[src/rtl/led_flash_sequencer.sv]
// Timed ON/OFF LED flash engine with ALL, CHASE and SINGLE patterns and a repetition count.
// Optional abort input enabled by defining LED_FLASH_ABORT_EN.
module led_flash_sequencer #(
  parameter int unsigned NUM_LEDS   = 4,
  parameter int unsigned CLOCK_FREQ = 50000000,
  parameter int unsigned ON_TICKS   = CLOCK_FREQ,
  parameter int unsigned OFF_TICKS  = 5 * CLOCK_FREQ,
  parameter int unsigned CNT_W      = 32
) (
  input  logic                        i_clock,
  input  logic                        i_reset,
  input  logic                        i_start,
  input  logic [1:0]                  i_mode,
  input  logic [$clog2(NUM_LEDS)-1:0] i_led_sel,
  input  logic [3:0]                  i_reps,
`ifdef LED_FLASH_ABORT_EN
  input  logic                        i_abort,
`endif
  output logic [NUM_LEDS-1:0]         o_leds,
  output logic                        o_busy,
  output logic                        o_done
);

  localparam int unsigned SelW = $clog2(NUM_LEDS);
  localparam int unsigned FlW  = $clog2(15 * NUM_LEDS + 1);

  typedef enum logic [1:0] {StIdle, StOn, StOff, StDone} state_e;

  state_e              r_state, w_state_d;
  logic [CNT_W-1:0]    r_cnt, w_cnt_d;
  logic [FlW-1:0]      r_flash, w_flash_d;
  logic [FlW-1:0]      r_total, w_total_d;
  logic [SelW-1:0]     r_idx, w_idx_d;
  logic [SelW-1:0]     r_sel, w_sel_d;
  logic [1:0]          r_mode, w_mode_d;
  logic [NUM_LEDS-1:0] r_leds, w_leds_d;
  logic                r_busy, w_busy_d;
  logic                r_done, w_done_d;

  logic                w_abort;
  logic [3:0]          w_reps_eff;
  logic [NUM_LEDS-1:0] w_onehot_one;
  logic [NUM_LEDS-1:0] w_pat;

`ifdef LED_FLASH_ABORT_EN
  assign w_abort = i_abort;
`else
  assign w_abort = 1'b0;
`endif

  assign w_reps_eff   = (i_reps == 4'd0) ? 4'd1 : i_reps;
  assign w_onehot_one = {{(NUM_LEDS-1){1'b0}}, 1'b1};

  always_comb begin
    w_state_d = r_state;
    w_cnt_d   = r_cnt;
    w_flash_d = r_flash;
    w_total_d = r_total;
    w_idx_d   = r_idx;
    w_sel_d   = r_sel;
    w_mode_d  = r_mode;
    unique case (r_state)
      StIdle: begin
        if (i_start) begin
          w_state_d = StOn;
          w_cnt_d   = '0;
          w_flash_d = '0;
          w_idx_d   = '0;
          w_mode_d  = i_mode;
          w_sel_d   = i_led_sel;
          // CHASE runs full sweeps, so each repetition covers every LED once
          w_total_d = (i_mode == 2'b01) ? FlW'(w_reps_eff * NUM_LEDS) : FlW'(w_reps_eff);
        end
      end
      StOn: begin
        if (w_abort) begin
          w_state_d = StDone;
        end else if (r_cnt == CNT_W'(ON_TICKS - 1)) begin
          w_state_d = StOff;
          w_cnt_d   = '0;
        end else begin
          w_cnt_d = r_cnt + CNT_W'(1);
        end
      end
      StOff: begin
        if (w_abort) begin
          w_state_d = StDone;
        end else if (r_cnt == CNT_W'(OFF_TICKS - 1)) begin
          w_cnt_d = '0;
          if (r_flash == r_total - FlW'(1)) begin
            w_state_d = StDone;
          end else begin
            w_state_d = StOn;
            w_flash_d = r_flash + FlW'(1);
            w_idx_d   = (r_idx == SelW'(NUM_LEDS - 1)) ? '0 : r_idx + SelW'(1);
          end
        end else begin
          w_cnt_d = r_cnt + CNT_W'(1);
        end
      end
      StDone: begin
        w_state_d = StIdle;
      end
      default: begin
        w_state_d = StIdle;
      end
    endcase

    // Pattern uses next-state values so the registered LEDs line up with the ON state
    unique case (w_mode_d)
      2'b01:   w_pat = w_onehot_one << w_idx_d;
      2'b10:   w_pat = w_onehot_one << w_sel_d;
      default: w_pat = '1;
    endcase
    w_leds_d = (w_state_d == StOn) ? w_pat : '0;
    w_busy_d = (w_state_d == StOn) || (w_state_d == StOff);
    w_done_d = (w_state_d == StDone);
  end

  always_ff @(posedge i_clock or posedge i_reset) begin
    if (i_reset) begin
      r_state <= StIdle;
      r_cnt   <= '0;
      r_flash <= '0;
      r_total <= '0;
      r_idx   <= '0;
      r_sel   <= '0;
      r_mode  <= '0;
      r_leds  <= '0;
      r_busy  <= 1'b0;
      r_done  <= 1'b0;
    end else begin
      r_state <= w_state_d;
      r_cnt   <= w_cnt_d;
      r_flash <= w_flash_d;
      r_total <= w_total_d;
      r_idx   <= w_idx_d;
      r_sel   <= w_sel_d;
      r_mode  <= w_mode_d;
      r_leds  <= w_leds_d;
      r_busy  <= w_busy_d;
      r_done  <= w_done_d;
    end
  end

  assign o_leds = r_leds;
  assign o_busy = r_busy;
  assign o_done = r_done;

endmodule

[config.mk]
export PLATFORM = sky130hd
export DESIGN_NAME = led_flash_sequencer
export DESIGN_NICKNAME = d
export VERILOG_FILES = /design/src/rtl/led_flash_sequencer.sv
export SDC_FILE = /design/constraint.sdc
export NUM_CORES = 1
export LEC_CHECK = 0
export CAP_MARGIN = 20
export CORE_MARGIN = 10
export CORE_UTILIZATION = 54
export CTS_BUF_LIST = sky130_fd_sc_hd__clkbuf_8 sky130_fd_sc_hd__clkbuf_16
export CTS_CLUSTER_SIZE = 10
export DETAILED_ROUTE_END_ITERATION = 10
export GPL_ROUTABILITY_DRIVEN = 0
export PLACE_DENSITY = 0.76
export SYNTH_ARGS = -nofsm -noshare
export SYNTH_HDL_FRONTEND = slang
export SYNTH_SLANG_ARGS = --single-unit
[constraint.sdc]
create_clock -name i_clock -period 2.6 [get_ports i_clock]
set_input_delay 0.65 -clock i_clock [delete_from_list [all_inputs] [get_ports i_clock]]
set_output_delay 0.65 -clock i_clock [all_outputs]
set_load 0.005 [all_outputs]
==> summary.md, run 1 <==
- **number of I/O port buffers** 16
- **category of the worst setup path capture point** register
- **proportion of layout cells with a drive suffix above 1** 23.2%
- **Clk pwr share** 52.9%
- **initial DRC count** 308
- **maximum achievable frequency** 364 MHz
- **largest driver fanout on the critical path** 3
- **Cell Chain, Critical Path** or4_4 > nor4_4 > nand3_2 > a21oi_2 > o21ai_0 > a22oi_2 > ha_4 > or4b_4 > o21ai_1
- **number of clock buffers inserted by TritonCTS** 9
- **total half-perimeter wirelength after legalization and detailed placement** 5840 µm
- **register bit total from synthesis** 58
- **number of pins with negative max-slew slack in the final report** 0
- **routed len/inst** 16.9 µm
- **net switching power figure** 0.000404 W
- **most common cell in the netlist** dfrtp_1
- **post-route worst setup slack** -0.149 ns
- **combined area of the multi-input logic cells** 1990 µm²
- **vias in the first global route** 2970
- **maximum count of clock buffers along a single path** 2
- **Final Hold Vio Count** 0
- **number of placed cells counting well taps** 505
- **worst path arrival time** 3.02 ns
- **maximum number of pins on one net before global-route repair** 40
- **worst-margin pin slew** 0.734 ns
- **kind of start point of the critical path** register
- **non-filler cells, final** 533
- **Final Total Pwr** 0.00201 W
- **failing checks** negative setup slack
- **part of the power in registers** 44.8%
- **proportion of total power due to net switching** 20.1%
- **Syn Area/Cell** 9.03 µm²
- **number of iterations in the first detailed-routing pass** 5
- **io pins** 17
- **post-route clock period utilization** 106%
- **diode insertion count for antenna repair** 0
- **worst IR drop on VDD** 0.000371 V
- **leading cell types by total area after synthesis** dfrtp_1, o21ai_0, a21oi_1
- **remaining max-slew budget at the tightest pin** 51.0%
- **die span in y** 100 µm
- **Primary FF master, synth** dfrtp_1
- **number of levels in the clock H-tree** 3
- **share of total power in combinational logic** 2.2%
- **number of rows in the core area** 29
- **post-detailed-routing wire length** 8990 µm
- **TritonCTS clock tree** yes
- **global-route wire length before repair** 14000 µm
- **count of flip-flops with a built-in enable after synthesis** 0
- **instance count of the mapped netlist** 383
- **Die Area** 10000 µm²
- **Die X-Extent** 100 µm
- **Clock Tree Root** clkbuf_8
- **critical path's slowest cell** or4_4
- **clock slew at the register clock pins of the worst setup and hold paths** 0.07 ns
- **status** complete, but fails checks
- **vias per cell** 6.07
- **Netlist Area Pre-Place** 3460 µm²
- **Setup Skew** 0.0116 ns
- **classification of the worst setup path** reg -> reg
- **Cell Int Power** 0.00161 W
- **fill count** 424
- **net count reported at finish** 472
- **Sequential Area** 1450 µm²
- **clock sink total** 58
- **static power due to leakage** 2.07 nW
- **maxcap violations** 0
- **overall via count from detail_route** 3234
- **Req. time, crit path** 2.87 ns
- **Cell Pwr Density** 444 nW/µm²
- **asr flop ratio synth** 100%
- **initial antenna violation count** 0
- **count of different cell masters after synthesis** 58
- **initial core utilization** 55.1%
- **grt total ovfl** 0
- **minimum period implied by the final worst setup slack** 2.75 ns
- **# DRC** 0
- **share of Yosys cell area claimed by the top area cell type** 42.0%
- **slowest stage delay, CP** 0.57 ns
- **path category of the worst min-delay check** reg -> reg
- **sequential element share of the synthesized area** 42.0%
- **number of nets with antenna violations after routing** 0
- **Area Growth Syn to Fin** 31.0%
- **leading post-synthesis cells by instance count** dfrtp_1, o21ai_0, a21oi_1
- **unrepaired setup endpoints after global routing** true
- **count of yosys warnings during synthesis** 0
- **leading area contributor after synthesis** dfrtp_1
- **placeable core region** 6280 µm²
- **number of nets in the synthesized netlist** 404
- **total routing usage reported by global routing** 16.8%
- **Clk Latency, worst-skew pair** 0.34 ns
- **final setup vio count** 5
## final cells by class
cell class	count	share of cell area (%)
clock buffer	11	3.34
clock inverter	5	2.21
inverter	19	1.57
multi-input combinational	289	43.8
sequential	58	32.0
tap	77	2.13
timing repair buffer	74	14.9
## sequential cells by signal (all words and copies together), names as in the netlist
| signal | flops |
|---|---|
| r_cnt | 32 |
| r_sel | 2 |
| r_state | 2 |
| o_done | 1 |
| o_busy | 1 |
| r_total | 6 |
| r_idx | 2 |
| o_leds | 4 |
| r_flash | 6 |
| r_mode | 2 |
## through the flow
step | setup WS (ns) | TNS [ns] | cell area [µm²] | util, % | hold WS, ns
4_1_cts | -0.0710 | -0.192 | 4280 | 68.2 | 0.498
3_5_place_dp | -0.300 | -1.15 | 4000 | 63.8 | 0.488
2_1_floorplan | -0.0116 | -0.0184 | 3480 | - | 0.456
5_1_grt | -0.197 | -1.26 | 4530 | 72.2 | 0.521
3_3_place_gp | -0.205 | -0.763 | 4000 | 63.8 | 0.483
6_report | -0.149 | -0.590 | 4530 | 72.2 | 0.495
## power by group through the flow
stage | combinational [W] | sequential (W) | clock, W
after floorplan | 0.0000179 | 0.000919 | 0
after global placement | 0.0000451 | 0.000919 | 0
after detailed placement | 0.0000460 | 0.000919 | 0
after CTS | 0.0000461 | 0.000902 | 0.00107
after global routing | 0.0000502 | 0.000901 | 0.00111
final | 0.0000445 | 0.000902 | 0.00106
## worst paths after layout
kind                                 start         end  slack [ns]  cells past startpoint
worst max-delay path             r_cnt[29]   o_leds[2]       -0.15                      9
worst min register to register  r_flash[5]  r_flash[5]        0.50                      1
min in group asynchronous          i_reset   r_cnt[12]        0.65                      3
worst max register to register   r_cnt[29]   o_leds[2]       -0.15                      9
max in group asynchronous          i_reset  r_total[0]        1.44                      3
worst min-delay path            r_flash[5]  r_flash[5]        0.50                      1
## repair_timing
action / in CTS / in global routing
hold buffers: 0 / 0
pin swaps: 2 / 9
setup endpoints to repair: 14 / 32
resized for setup: 2 / 40
cloned: 0 / 1
setup buffers: 2 / 9
## layer usage
metal / track usage [%] / up-vias / routed length [µm]
li1: - / 1563 / -
met1: 22.4 / 1550 / 4090
met2: 26.4 / 104 / 4290
met3: 3.23 / 17 / 432
met4: 6.52 / 0 / 176
met5: 0 / - / 0
## cells by family (layout without fill, tap and decap cells)
group	after synthesis	after routing	share of synthesized area [%]
flops	58	58	42.0
simple gates	141	141	23.0
buf+inv	36	109	4.41
xor+xnor	8	8	2.03
mux	7	7	2.10
compound gates	123	123	22.9
fa+ha+maj	10	10	3.62
## critical path: cells and delay by family (launching register included)
| family | cells | cell delay, ns |
|---|---|---|
| DFF | 1 | 0.41 |
| and+or+nand+nor | 4 | 1.42 |
| AOI/OAI and AO/OA | 4 | 0.68 |
| adders and majority gates | 1 | 0.18 |
## cell usage in the layout, fill, tap and decap left out, types with 5 or more instances in the layout
cell type | Yosys | final
nand4_1 | 9 | 9
a21oi_1 | 30 | 28
xnor2_1 | 5 | 5
and2_1 | 5 | 5
o31ai_1 | 6 | 6
and4_1 | 5 | 5
clkbuf_8 | 0 | 11
o21ai_0 | 31 | 22
and3_1 | 9 | 9
buf_6 | 1 | 10
nand2b_1 | 12 | 12
a31oi_1 | 19 | 16
a22o_1 | 5 | 5
ha_1 | 10 | 8
dfrtp_1 | 58 | 57
buf_4 | 1 | 45
nand3_1 | 15 | 15
nand2_1 | 27 | 26
nor2_1 | 24 | 24
a21o_1 | 6 | 6
inv_1 | 19 | 18
o21ai_1 | 5 | 14
clkdlybuf4s50_1 | 0 | 16
Note: power is estimated with default switching activity, not from simulation.
==> run 2, diff against run 1 <==
- CELL_PAD_IN_SITES_DETAIL_PLACEMENT: default -> 0
- CELL_PAD_IN_SITES_GLOBAL_PLACEMENT: default -> 1
- CORE_UTILIZATION: 54 -> 42
- PLACE_DENSITY: 0.76 -> default
- PLACE_DENSITY_LB_ADDON: default -> 0.1
==> summary.md, run 2 (same netlist as run 1, synthesis figures left out) <==
- **status** completed, was complete, but fails checks
- **remaining max-slew budget at the tightest pin** 69.6%, was 51.0%
- **number of I/O port buffers** 16, unchanged
- **Clock Tree Root** clkbuf_8, unchanged
- **post-detailed-routing wire length** 8840 µm, was 8990 µm
- **Die X-Extent** 111 µm, was 100 µm
- **Final Total Pwr** 0.00177 W, was 0.00201 W
- **static power due to leakage** 2.03 nW, was 2.07 nW
- **number of clock buffers inserted by TritonCTS** 9, unchanged
- **number of buffers and inverters on the critical path** 0, unchanged
- **maxcap violations** 0, unchanged
- **classification of the worst setup path** reg -> reg, unchanged
- **post-route clock period utilization** 99.7%, was 106%
- **initial DRC count** 162, was 308
- **register containing the most flip-flops in the final layout** r_cnt, unchanged
- **initial antenna violation count** 0, unchanged
- **core occupancy in the finished layout** 54.5%, was 72.2%
- **path category of the worst min-delay check** reg -> reg, unchanged
- **family with the most delay on the worst path** simple AND/OR/NAND/NOR gates, unchanged
- **number of levels in the clock H-tree** 3, unchanged
- **Cell Pwr Density** 401 nW/µm², was 444 nW/µm²
- **overall via count from detail_route** 3125, was 3234
- **grt total ovfl** 0, unchanged
- **# DRC** 0, unchanged
- **hold-fix buffer count after cts** 0, unchanged
- **Req. time, crit path** 2.88 ns, was 2.87 ns
- **unrepaired setup endpoints after global routing** true, unchanged
- **routed len/inst** 15.7 µm, was 16.9 µm
- **vias in the first global route** 3114, was 2970
- **largest driver fanout on the critical path** 2, was 3
- **maximum achievable frequency** 386 MHz, was 364 MHz
- **number of rows in the core area** 33, was 29
- **worst-margin pin slew** 0.454 ns, was 0.734 ns
- **clock slew at the register clock pins of the worst setup and hold paths** 0.07 ns, about the same
- **number of pins with negative max-slew slack in the final report** 0, unchanged
- **kind of start point of the critical path** register, unchanged
- **Cell Chain, Critical Path** or4_4 > nor4_4 > nand3_2 > a21oi_2 > nor2_1 > a22oi_2 > ha_2 > or4b_4 > o21ai_2, was or4_4 > nor4_4 > nand3_2 > a21oi_2 > o21ai_0 > a22oi_2 > ha_4 > or4b_4 > o21ai_1
- **proportion of layout cells with a drive suffix above 1** 22.2%, was 23.2%
- **Setup TNS** 0 ns, was -0.590 ns
- **number of nets with antenna violations after routing** 0, unchanged
- **maximum number of pins on one net before global-route repair** 26, was 40
- **minimum period implied by the final worst setup slack** 2.59 ns, was 2.75 ns
- **Setup Skew** 0.0137 ns, was 0.0116 ns
- **global-route wire length before repair** 15200 µm, was 14000 µm
- **placeable core region** 8130 µm², was 6280 µm²
- **worst IR drop on VDD** 0.000249 V, was 0.000371 V
- **slowest stage delay, CP** 0.57 ns, about the same
- **maximum count of clock buffers along a single path** 2, unchanged
- **clock sink total** 58, unchanged
- **vias per cell** 5.54, was 6.07
- **initial core utilization** 42.5%, was 55.1%
- **die span in y** 111 µm, was 100 µm
- **net count reported at finish** 476, was 472
- **Area Growth Syn to Fin** 28.1%, was 31.0%
- **Largest regs** r_cnt x32, r_flash x6, r_total x6, unchanged
- **Die Area** 12300 µm², was 10000 µm²
- **critical path's slowest cell** or4_4, unchanged
- **total routing usage reported by global routing** 14.6%, was 16.8%
- **flip-flop count of the largest register after layout** 32, unchanged
- **Final Hold Vio Count** 0, unchanged
- **diode insertion count for antenna repair** 0, unchanged
- **Clk Latency, worst-skew pair** 0.35 ns, was 0.34 ns
- **worst path arrival time** 2.87 ns, was 3.02 ns
- **category of the worst setup path capture point** register, unchanged
- **TritonCTS clock tree** yes, unchanged
- **number of iterations in the first detailed-routing pass** 4, was 5
- **fill count** 764, was 424
- **most used cells in the layout excluding fill and tap cells** dfrtp_1, buf_4, a21oi_1, unchanged
- **total half-perimeter wirelength after legalization and detailed placement** 6410 µm, was 5840 µm
- **final setup vio count** 0, was 5
- **io pins** 17, unchanged
[run 2: cell count changes in the layout (fill, tap and decap cells not counted), sizes merged]
cell and delta:
clkbuf -2, bufinv -2, buf +5, inv +2
[run 2: final timing paths]
| path | from | to | slack, ns | cells after the start |
|---|---|---|---|---|
| max | r_cnt[29] | o_leds[2] | 0.009 | 9 |
| min | r_mode[0] | r_mode[0] | 0.50 | 2 |
| max reg2reg | r_cnt[29] | o_leds[2] | 0.009 | 9 |
| min reg2reg | r_mode[0] | r_mode[0] | 0.50 | 2 |
| max in group asynchronous | i_reset | r_cnt[4] | 1.38 | 3 |
| min in group asynchronous | i_reset | r_cnt[17] | 0.62 | 2 |
[run 2: power by group]
| group | internal (W) | total [W] | switching (W) |
|---|---|---|---|
| Sequential | 0.000902 | 0.000902 | 0 |
| Combinational | 0.0000216 | 0.0000495 | 0.0000280 |
| Clock | 0.000453 | 0.000823 | 0.000370 |
| Total | 0.00138 | 0.00177 | 0.000398 |
[run 2: final cells by class]
cell class | instances | area, µm² | share of cell area (%)
clock buffers | 10 | 138 | 3.11
clock inverters | 5 | 47.5 | 1.07
inverters | 19 | 71.3 | 1.61
multi-input cells | 289 | 1920 | 43.2
flip-flops and latches | 58 | 1450 | 32.8
well taps | 105 | 131 | 2.97
repair buffers | 78 | 676 | 15.2
[run 2: routing by layer]
| metal | share of wire (%) | up-vias | track usage [%] |
|---|---|---|---|
| met5 | 0 | - | 0 |
| met4 | 2.1 | 0 | 5.99 |
| met3 | 2.2 | 15 | 3.03 |
| met2 | 49 | 39 | 23.9 |
| met1 | 47 | 1509 | 18.3 |
| li1 | - | 1562 | - |
[run 2: metrics by stage]
step / setup slack, ns / hold WS (ns) / std cells / cell area (µm²)
6_report: 0.00874 / 0.502 / 564 / 4430
2_1_floorplan: -0.0116 / 0.456 / 383 / 3480
3_3_place_gp: -0.233 / 0.481 / 545 / 4170
4_1_cts: -0.0670 / 0.502 / 561 / 4360
3_5_place_dp: -0.300 / 0.488 / 545 / 4170
5_1_grt: -0.170 / 0.530 / 564 / 4430
[run 2: worst reg2reg max path, stage by stage (launching register included)]
cell,delay (ns)
dfrtp_1,0.39
or4_4,0.57
nor4_4,0.18
nand3_2,0.12
a21oi_2,0.17
nor2_1,0.06
a22oi_2,0.23
ha_2,0.22
or4b_4,0.46
o21ai_2,0.13
[run 2: what timing repair did]
item,CTS,global route
endpoints found under the setup margin,4,17
buffers inserted,1,3
pin swaps,0,3
resized for setup,1,13
==> run 3, diff against run 2 <==
- SKIP_CTS_REPAIR_TIMING: default -> 1
==> summary.md, run 3 (same netlist as run 1, synthesis figures left out) <==
- **number of I/O port buffers** 16, unchanged
- **category of the worst setup path capture point** register, unchanged
- **final setup vio count** 4, was 0
- **path category of the worst min-delay check** reg -> reg, unchanged
- **maximum count of clock buffers along a single path** 2, unchanged
- **net count reported at finish** 478, was 476
- **critical path's slowest cell** or4_4, unchanged
- **Cell Pwr Density** 400 nW/µm², was 401 nW/µm²
- **terminating pin of the worst hold path** r_mode[0], unchanged
- **post-route clock period utilization** 103%, was 99.7%
- **number of nets with antenna violations after routing** 0, unchanged
- **Design Area, Final** 4440 µm², was 4430 µm²
- **Final Hold Vio Count** 0, unchanged
- **register containing the most flip-flops in the final layout** r_cnt, unchanged
- **vias in the first global route** 3116, was 3114
- **vias per cell** 5.52, was 5.54
- **worst-margin pin slew** 0.466 ns, was 0.454 ns
- **total cell area at the placement stage** 4170 µm², unchanged
- **number of pins with negative max-slew slack in the final report** 0, unchanged
- **clock slew at the register clock pins of the worst setup and hold paths** 0.07 ns, about the same
- **unrepaired setup endpoints after global routing** true, unchanged
- **Largest regs** r_cnt x32, r_flash x6, r_total x6, unchanged
- **global-route wire length before repair** 15200 µm, unchanged
- **number of iterations in the first detailed-routing pass** 4, unchanged
- **number of clock buffers inserted by TritonCTS** 9, unchanged
- **total routing usage reported by global routing** 14.6%, unchanged
- **diode insertion count for antenna repair** 0, unchanged
- **post-route worst setup slack** -0.0700 ns, was 0.00874 ns
- **proportion of layout cells with a drive suffix above 1** 22.3%, was 22.2%
- **startpoint of the worst hold path** r_mode[0], unchanged
- **routed len/inst** 15.7 µm, about the same
- **Cell Chain, Critical Path** or4_4 > nor4_4 > nand3_2 > a21oi_2 > o21ai_1 > a22oi_2 > ha_2 > or4b_4 > o21ai_2, was or4_4 > nor4_4 > nand3_2 > a21oi_2 > nor2_1 > a22oi_2 > ha_2 > or4b_4 > o21ai_2
- **# DRC** 0, unchanged
- **combined area of the multi-input logic cells** 1900 µm², was 1920 µm²
- **worst IR drop on VDD** 0.000248 V, was 0.000249 V
- **family with the most delay on the worst path** simple AND/OR/NAND/NOR gates, unchanged
- **Worst R2R Start** r_cnt[10], was r_cnt[29]
- **Clock Tree Root** clkbuf_8, unchanged
- **grt total ovfl** 0, unchanged
- **kind of start point of the critical path** register, unchanged
- **TritonCTS clock tree** yes, unchanged
- **io pins** 17, unchanged
- **fill count** 756, was 764
- **static power due to leakage** 2.04 nW, was 2.03 nW
- **initial core utilization** 42.5%, unchanged
- **most used cells in the layout excluding fill and tap cells** dfrtp_1, buf_4, a21oi_1, unchanged
- **post-detailed-routing wire length** 8890 µm, was 8840 µm
- **maximum achievable frequency** 375 MHz, was 386 MHz
- **worst hold margin** 0.502 ns, about the same
- **FF-to-FF setup slack** -0.07 ns, was 0.009 ns
- **hold path cells** 2, unchanged
- **flip-flop count of the largest register after layout** 32, unchanged
- **logic depth of the worst register-to-register path** 9, unchanged
- **status** complete, but fails checks, was completed
- **initial DRC count** 155, was 162
- **clock sink total** 58, unchanged
- **end of the worst register-to-register path** o_leds[2], unchanged
- **largest driver fanout on the critical path** 2, unchanged
- **classification of the worst setup path** reg -> reg, unchanged
- **die span in y** 111 µm, unchanged
- **minimum period implied by the final worst setup slack** 2.67 ns, was 2.59 ns
- **remaining max-slew budget at the tightest pin** 68.9%, was 69.6%
- **number of buffers and inverters on the critical path** 0, unchanged
- **maximum number of pins on one net before global-route repair** 26, unchanged
- **Final Total Pwr** 0.00178 W, was 0.00177 W
- **initial antenna violation count** 0, unchanged
- **Die X-Extent** 111 µm, unchanged
- **worst path arrival time** 2.95 ns, was 2.87 ns
- **overall via count from detail_route** 3124, was 3125
- **Req. time, crit path** 2.88 ns, about the same
- **failing checks** negative setup slack
- **total half-perimeter wirelength after legalization and detailed placement** 6410 µm, unchanged
- **Setup Skew** 0.0139 ns, was 0.0137 ns
- **Clk Latency, worst-skew pair** 0.35 ns, about the same
- **placeable core region** 8130 µm², unchanged
- **number of rows in the core area** 33, unchanged
- **number of levels in the clock H-tree** 3, unchanged
- **maxcap violations** 0, unchanged
- **slowest stage delay, CP** 0.56 ns, was 0.57 ns
- **Area Growth Syn to Fin** 28.4%, was 28.1%
- **Die Area** 12300 µm², unchanged
- **Sequential Area** 1450 µm², unchanged
[run 3: cell count changes in the layout (fill, tap and decap cells not counted), sizes merged]
cell	before	now
clkdlybuf4s15	0	1
buf	62	63
[run 3: metal layers]
metal | track usage, % | vias to the layer above | share of wire, %
met5 | 0 | - | 0
met4 | 5.99 | 0 | 2.0
met3 | 3.03 | 14 | 2.6
met2 | 23.9 | 43 | 48
met1 | 18.3 | 1504 | 47
li1 | - | 1563 | -
[run 3: layout make-up]
| type | count | area share (%) |
|---|---|---|
| Inverter | 19 | 1.61 |
| Timing Repair Buffer | 80 | 15.7 |
| Clock inverter | 5 | 1.07 |
| Multi-Input combinational cell | 289 | 42.9 |
| Tap cell | 105 | 2.96 |
| Sequential cell | 58 | 32.7 |
| Clock buffer | 10 | 3.10 |
[run 3: worst register-to-register path, stage by stage (launching register included)]
cell and delay [ns]:
dfrtp_1 0.39, or4_4 0.56, nor4_4 0.27, nand3_2 0.13, a21oi_2 0.15, o21ai_1 0.09, a22oi_2 0.22, ha_2 0.21
or4b_4 0.46, o21ai_2 0.13
[run 3: power by group]
part	internal, W	switching [W]
logic	0.0000215	0.0000280
registers	0.000902	0
clock network	0.000453	0.000372
[run 3: how the worst max path moves through the flow]
stage | cells past startpoint | slack, ns | endpoint | startpoint
6_report | 9 | -0.07 | o_leds[2] | r_cnt[10]
5_1_grt | 9 | -0.20 | o_leds[2] | r_cnt[10]
4_1_cts | 9 | -0.08 | o_leds[2] | r_cnt[29]
3_5_place_dp | 9 | -0.30 | o_leds[2] | i_start
3_3_place_gp | 9 | -0.23 | o_leds[1] | i_start
2_1_floorplan | 14 | -0.01 | o_leds[1] | r_state[0]
[run 3: per-stage QoR]
stage                     util [%]  TNS, ns  std cells  setup slack [ns]
after global placement        51.2   -0.931        545            -0.233
after floorplan                  -  -0.0184        383           -0.0116
after global routing          54.6    -1.17        566            -0.199
final                         54.6   -0.215        566           -0.0700
after detailed placement      51.2    -1.19        545            -0.300
after CTS                     53.5   -0.143        560           -0.0788
